===== src/rtl/hilo_div_ctrl_if.sv =====
// Bus between the control unit, the multicycle divider and the HI/LO sequencer.
// The slave modport is the sequencer. The master modport is the pipeline/divider side.
interface hilo_div_ctrl_if;
  logic        start;
  logic [31:0] op_a;
  logic [31:0] op_b;
  logic        mthi;
  logic        mtlo;
  logic [31:0] wdata;
  logic        mfhi;
  logic        mflo;
  logic [31:0] rdata;
  logic        stall;
  logic        busy;
  logic        done;
  logic        exc_div0;
  logic        div_clr;
  logic        div_en;
  logic [31:0] div_a;
  logic [31:0] div_b;
  logic [31:0] div_quo;
  logic [31:0] div_rem;
  logic        div_zero;
  logic [31:0] hi;
  logic [31:0] lo;

  modport slave (
    input  start, op_a, op_b, mthi, mtlo, wdata, mfhi, mflo,
    input  div_quo, div_rem, div_zero,
    output rdata, stall, busy, done, exc_div0,
    output div_clr, div_en, div_a, div_b, hi, lo
  );

  modport master (
    output start, op_a, op_b, mthi, mtlo, wdata, mfhi, mflo,
    output div_quo, div_rem, div_zero,
    input  rdata, stall, busy, done, exc_div0,
    input  div_clr, div_en, div_a, div_b, hi, lo
  );
endinterface


===== src/rtl/hilo_div_ctrl.sv =====
// HI/LO register bank and divide sequencer in front of the multicycle divider.
// Define HILO_DIV_FWD_EN to forward the divider result to MFHI/MFLO during CAPT.
module hilo_div_ctrl #(
  parameter int DIV_CYCLES = 34,
  parameter int CNT_W      = 6
) (
  input logic             clk,
  input logic             reset,
  hilo_div_ctrl_if.slave  bus
);

  typedef enum logic [1:0] {IDLE, CLR, RUN, CAPT} state_e;

  localparam logic [CNT_W-1:0] LAST_CNT = CNT_W'(DIV_CYCLES - 1);

  state_e             state_q, state_d;
  logic [CNT_W-1:0]   cnt_q, cnt_d;
  logic [31:0]        divA_q, divA_d;
  logic [31:0]        divB_q, divB_d;
  logic [31:0]        hi_q, hi_d;
  logic [31:0]        lo_q, lo_d;

  logic               div0Cond;
  logic               busyInt;
  logic               stallInt;
  logic               rdReq;
  logic               fwdSel;
  logic [31:0]        hiRead;
  logic [31:0]        loRead;

  assign div0Cond = bus.div_zero || (divB_q == '0);

  always_ff @(posedge clk) begin
    if (reset) begin
      state_q <= IDLE;
      cnt_q   <= '0;
      divA_q  <= '0;
      divB_q  <= '0;
      hi_q    <= '0;
      lo_q    <= '0;
    end else begin
      state_q <= state_d;
      cnt_q   <= cnt_d;
      divA_q  <= divA_d;
      divB_q  <= divB_d;
      hi_q    <= hi_d;
      lo_q    <= lo_d;
    end
  end

  // An mt* write in IDLE always wins over a simultaneous start.
  always_comb begin
    state_d = state_q;
    cnt_d   = cnt_q;
    divA_d  = divA_q;
    divB_d  = divB_q;
    hi_d    = hi_q;
    lo_d    = lo_q;
    case (state_q)
      IDLE: begin
        if (bus.mthi) hi_d = bus.wdata;
        if (bus.mtlo) lo_d = bus.wdata;
        if (bus.start && !bus.mthi && !bus.mtlo) begin
          divA_d  = bus.op_a;
          divB_d  = bus.op_b;
          state_d = CLR;
        end
      end
      CLR: begin
        cnt_d   = '0;
        state_d = RUN;
      end
      RUN: begin
        cnt_d = cnt_q + 1'b1;
        if (cnt_q == LAST_CNT) state_d = CAPT;
      end
      CAPT: begin
        if (!div0Cond) begin
          hi_d = bus.div_rem;
          lo_d = bus.div_quo;
        end
        state_d = IDLE;
      end
      default: state_d = IDLE;
    endcase
  end

  // Control outputs are forced quiet while reset is held, except div_clr.
  always_comb begin
    busyInt = (state_q != IDLE);
    rdReq   = bus.mfhi || bus.mflo;
    fwdSel  = 1'b0;
`ifdef HILO_DIV_FWD_EN
    if (state_q == CAPT) rdReq = 1'b0;
    fwdSel = (state_q == CAPT) && !div0Cond;
`endif
    hiRead = fwdSel ? bus.div_rem : hi_q;
    loRead = fwdSel ? bus.div_quo : lo_q;

    stallInt = !reset &&
               ((busyInt && (bus.start || bus.mthi || bus.mtlo || rdReq)) ||
                ((state_q == IDLE) && bus.start && (bus.mthi || bus.mtlo)));

    bus.rdata = '0;
    if (!reset && !stallInt) begin
      if (bus.mfhi)      bus.rdata = hiRead;
      else if (bus.mflo) bus.rdata = loRead;
    end

    bus.stall    = stallInt;
    bus.busy     = !reset && busyInt;
    bus.done     = !reset && (state_q == CAPT);
    bus.exc_div0 = !reset && (state_q == CAPT) && div0Cond;
    bus.div_clr  = reset || (state_q == CLR);
    bus.div_en   = !reset && (state_q == RUN);
    bus.div_a    = divA_q;
    bus.div_b    = divB_q;
    bus.hi       = hi_q;
    bus.lo       = lo_q;
  end

endmodule


===== src/flat_wrapper.sv =====
// flat-port wrapper written by rule: the top's interface ports become plain ports
module hilo_div_ctrl_flat 
#(
  parameter int DIV_CYCLES = 34,
  parameter int CNT_W      = 6
)
  (clk, reset, bus_start, bus_op_a, bus_op_b, bus_mthi, bus_mtlo, bus_wdata, bus_mfhi, bus_mflo, bus_div_quo, bus_div_rem, bus_div_zero, bus_rdata, bus_stall, bus_busy, bus_done, bus_exc_div0, bus_div_clr, bus_div_en, bus_div_a, bus_div_b, bus_hi, bus_lo);
  hilo_div_ctrl_if bus_i ();
  input logic clk;
  input logic reset;
  input wire logic [$bits(bus_i.start)-1:0] bus_start;
  input wire logic [$bits(bus_i.op_a)-1:0] bus_op_a;
  input wire logic [$bits(bus_i.op_b)-1:0] bus_op_b;
  input wire logic [$bits(bus_i.mthi)-1:0] bus_mthi;
  input wire logic [$bits(bus_i.mtlo)-1:0] bus_mtlo;
  input wire logic [$bits(bus_i.wdata)-1:0] bus_wdata;
  input wire logic [$bits(bus_i.mfhi)-1:0] bus_mfhi;
  input wire logic [$bits(bus_i.mflo)-1:0] bus_mflo;
  input wire logic [$bits(bus_i.div_quo)-1:0] bus_div_quo;
  input wire logic [$bits(bus_i.div_rem)-1:0] bus_div_rem;
  input wire logic [$bits(bus_i.div_zero)-1:0] bus_div_zero;
  output wire logic [$bits(bus_i.rdata)-1:0] bus_rdata;
  output wire logic [$bits(bus_i.stall)-1:0] bus_stall;
  output wire logic [$bits(bus_i.busy)-1:0] bus_busy;
  output wire logic [$bits(bus_i.done)-1:0] bus_done;
  output wire logic [$bits(bus_i.exc_div0)-1:0] bus_exc_div0;
  output wire logic [$bits(bus_i.div_clr)-1:0] bus_div_clr;
  output wire logic [$bits(bus_i.div_en)-1:0] bus_div_en;
  output wire logic [$bits(bus_i.div_a)-1:0] bus_div_a;
  output wire logic [$bits(bus_i.div_b)-1:0] bus_div_b;
  output wire logic [$bits(bus_i.hi)-1:0] bus_hi;
  output wire logic [$bits(bus_i.lo)-1:0] bus_lo;
  assign bus_i.start = bus_start;
  assign bus_i.op_a = bus_op_a;
  assign bus_i.op_b = bus_op_b;
  assign bus_i.mthi = bus_mthi;
  assign bus_i.mtlo = bus_mtlo;
  assign bus_i.wdata = bus_wdata;
  assign bus_i.mfhi = bus_mfhi;
  assign bus_i.mflo = bus_mflo;
  assign bus_i.div_quo = bus_div_quo;
  assign bus_i.div_rem = bus_div_rem;
  assign bus_i.div_zero = bus_div_zero;
  assign bus_rdata = bus_i.rdata;
  assign bus_stall = bus_i.stall;
  assign bus_busy = bus_i.busy;
  assign bus_done = bus_i.done;
  assign bus_exc_div0 = bus_i.exc_div0;
  assign bus_div_clr = bus_i.div_clr;
  assign bus_div_en = bus_i.div_en;
  assign bus_div_a = bus_i.div_a;
  assign bus_div_b = bus_i.div_b;
  assign bus_hi = bus_i.hi;
  assign bus_lo = bus_i.lo;
  hilo_div_ctrl #(.DIV_CYCLES(DIV_CYCLES), .CNT_W(CNT_W)) u_core (.clk(clk), .reset(reset), .bus(bus_i));
endmodule

===== config.mk =====
export PLATFORM = sky130hd
export DESIGN_NAME = hilo_div_ctrl_flat
export DESIGN_NICKNAME = d
export VERILOG_FILES = /design/src/rtl/hilo_div_ctrl_if.sv /design/src/rtl/hilo_div_ctrl.sv /design/src/flat_wrapper.sv
export SDC_FILE = /design/constraint.sdc
export NUM_CORES = 1
export LEC_CHECK = 0
export ABC_AREA = 1
export CORE_MARGIN = 2
export CORE_UTILIZATION = 30
export CTS_CLUSTER_DIAMETER = 80
export DETAILED_ROUTE_END_ITERATION = 10
export SLEW_MARGIN = 20
export SYNTH_ARGS = -nofsm -noshare
export SYNTH_HDL_FRONTEND = slang
export SYNTH_SLANG_ARGS = --single-unit

===== constraint.sdc =====
create_clock -name clk -period 1.7 [get_ports clk]
set_input_delay 0.34 -clock clk [delete_from_list [all_inputs] [get_ports clk]]
set_output_delay 0.34 -clock clk [all_outputs]
set_load 0.01 [all_outputs]

==> metrics <==
commonest non-fill, non-tap cell in the layout clkdlybuf4s50_1; fin worst setup slack -405.7 ps; WL/cell roughly 17 um; maximum clock path buffer count 2; GRT overflow 0; CTS buffer count 17; Crit. Startpoint u_core.state_q[1]; internal cell power between 0.01 and 0.015 W; Site Rows between 50 and 60; Net Count, Synth 1259; sw power 0.008855 W; post-synthesis sequential area ratio 38.81%; Post-Synth Adder-Cell Area about 1.2%; Reg power frac between 20% and 30%; antenna violations before repair 2; largest family of logic cells by synthesized area simple AND/OR/NAND/NOR gates; Final period util 123.9%; Reg2Reg Setup Slack -200 ps; Critical Path Source Type flip-flop; worst-skew pair later-pin latency 420 ps; largest net degree at the start of global routing 66; Post-Syn Area between 7000 and 8000 sq um; failing checks setup timing; CP Class reg -> out; vias in the first global route between 8000 and 9000; yosys warns 0; H-tree level count 4; CTS tree yes; Worst Path Arrival about 1800 ps; worst hold start u_core.bus.div_a[10]; status finished, violations left; Final Cell Area approximately 13000 sq um; die area roughly 25000 sq um; compound-gate portion of the synthesized area between 20% and 30%; RSZ-0062 raised after global routing yes; global-route wire length before repair between 40000 and 50000 um; RR Startpoint u_core.bus.div_b[10]; post-route antenna net violation count 0; Final Slew Violations 0; top cell type's share of synthesized area ~39%; # port buffers around 330; post-DP HPWL 20190 um; post-placement cell area about 11000 sq um; Die Ht between 150 and 200 um; top post-synthesis cells by area dfxtp_1, a21oi_1, inv_1; Synth Register Bits around 140; Pwr Density between 1500 and 2000 nW/um^2; Routed WL 30780 um; VDD IR max around 0.00094 V; Final setup viols 100; slew margin rel. 70.88%; Hold/Removal Path Class reg -> reg; clock power share about 18%; drt first pass iters 7; Synth Area in XOR/XNOR 0%; layout cell share with drive strength beyond 1 roughly 24%; Post-Synthesis Cells ~1100; largest stage delay on the critical path 330 ps; Synth Area in Simple Gates between 20% and 30%; crit path time final between 2000 and 2500 ps; crit path capture type output pin; Max-cap violations 0; Max Fclk about 0.47 GHz; critical-path cell list inv_2, ha_4, o21ai_2, nand2_4, nand2_8, buf_12, a211oi_2, buf_2; Total Power approximately 0.021 W; worst-path fanout max 8; # IOs 334; CP max stage cell dfxtp_2; Mapped Avg Cell Area around 6.5 sq um; clk sink count roughly 140; Comb pwr share 60.3%; leakage slightly above 6 nW; Synth cell types 24; Via-to-Cell Ratio around 4.7; Vias ~8500; gr usage total roughly 24%; most frequent cells in the layout clkdlybuf4s50_1, inv_1, a21oi_1; fin nets roughly 1700; Worst EP required ~1400 ps; Root Driver clkbuf_16; Worst Skew about 13 ps; detailed-route DRC error count 0; pre-CTS setup slack -881.2 ps; area leader, netlist dfxtp_1; Starting Density 30.80%; Area Growth Syn to Fin 85.54%; core area between 20000 and 25000 sq um; die width about 160 um; GPL Wtd Cong 0.8907; Iteration-0 DRC Markers ~520; final hold slack around 440 ps; final hold vios 0; Worst-Margin Slew between 400 and 500 ps; Worst-path clk slew roughly 60 ps; post-synthesis mux area share 0%; switching share of total power 42.43%
[state kept, by name, summed over array words and instances, names as in the netlist]
register,count
u_core.bus.hi,32
u_core.bus.lo,32
u_core.bus.div_a,32
u_core.bus.div_b,32
u_core.cnt_q,6
u_core.state_q,2
[layer usage]
layer	vias up	wire length [um]	GRT usage (%)
met5	-	0	0
met4	0	818	9.043
met3	46	3150	8.728
met2	370	14400	40.31
met1	3826	12410	28.13
li1	4276	-	-
[logic make-up after synthesis]
logic type                 Yosys count
buffers and inverters              319
AOI/OAI and AO/OA                  270
DFF                                136
and+or+nand+nor                    352
adders and majority gates            7
[power by group through the flow]
stage               clock [W]  sequential [W]  combinational (W)
floorplan                   0         0.00483            0.00450
global placement            0         0.00453            0.00921
detailed placement          0         0.00452            0.00926
CTS                   0.00390         0.00447             0.0113
global route          0.00406         0.00456             0.0136
finish                0.00380         0.00447             0.0126
[final cells by class]
| class | instances | area [sq um] |
|---|---|---|
| fill | 2173 | 9762 |
| antenna | 2 | 5.005 |
| multi-input combinational | 629 | 3677 |
| timing repair buffer | 475 | 4726 |
| inverter | 237 | 892.1 |
| sequential | 136 | 2731 |
| tap | 313 | 391.6 |
| clock buffer | 18 | 429.2 |
| clock inverter | 14 | 163.9 |
[synth_stat cells]
master	instances
nand2_1	145
nand3_1	7
o41ai_1	1
nand4_1	65
a21oi_1	166
buf_6	5
o21ai_1	1
nor3_1	3
buf_4	2
clkinv_1	24
inv_1	212
ha_1	7
o21ai_0	69
or2_2	1
buf_2	11
dfxtp_1	136
inv_2	1
nor2_1	127
a211oi_1	32
or2_1	2
nor3b_1	2
buf_1	16
o21bai_1	1
clkbuf_1	48
[worst paths after layout]
check / endpoint / cells after the start
hold reg to reg: u_core.bus.div_a[10] / 2
setup / recovery: bus_rdata[5] / 8
setup reg to reg: u_core.bus.hi[27] / 14
hold / removal: u_core.bus.div_a[10] / 2
[stage by stage]
stage	instances	util [%]	setup TNS (ps)
2_1_floorplan	1084	-	-540.4
3_3_place_gp	1755	49.61	-64110
3_5_place_dp	1755	49.61	-68380
4_1_cts	1819	54.91	-21550
5_1_grt	1824	57.14	-30110
6_report	1824	57.14	-21480
[worst max-delay path: cells and delay by family (launching register included)]
family | cells | cell delay, ps
AO/OA/AOI/OAI | 2 | 260
adder cells (fa/ha/maj) | 1 | 140
buffers and inverters | 3 | 420
flip-flops | 1 | 330
AND/OR/NAND/NOR | 2 | 210
[repair_timing]
item                                   CTS  global route
setup endpoints to repair              170           112
gates cloned                            15             3
endpoints found under the hold margin    0             0
resized for setup                      327           156
pin swaps                               17            41
setup buffers                           18             6
hold buffers                             0             0
Power figures use the tool's default switching activity.
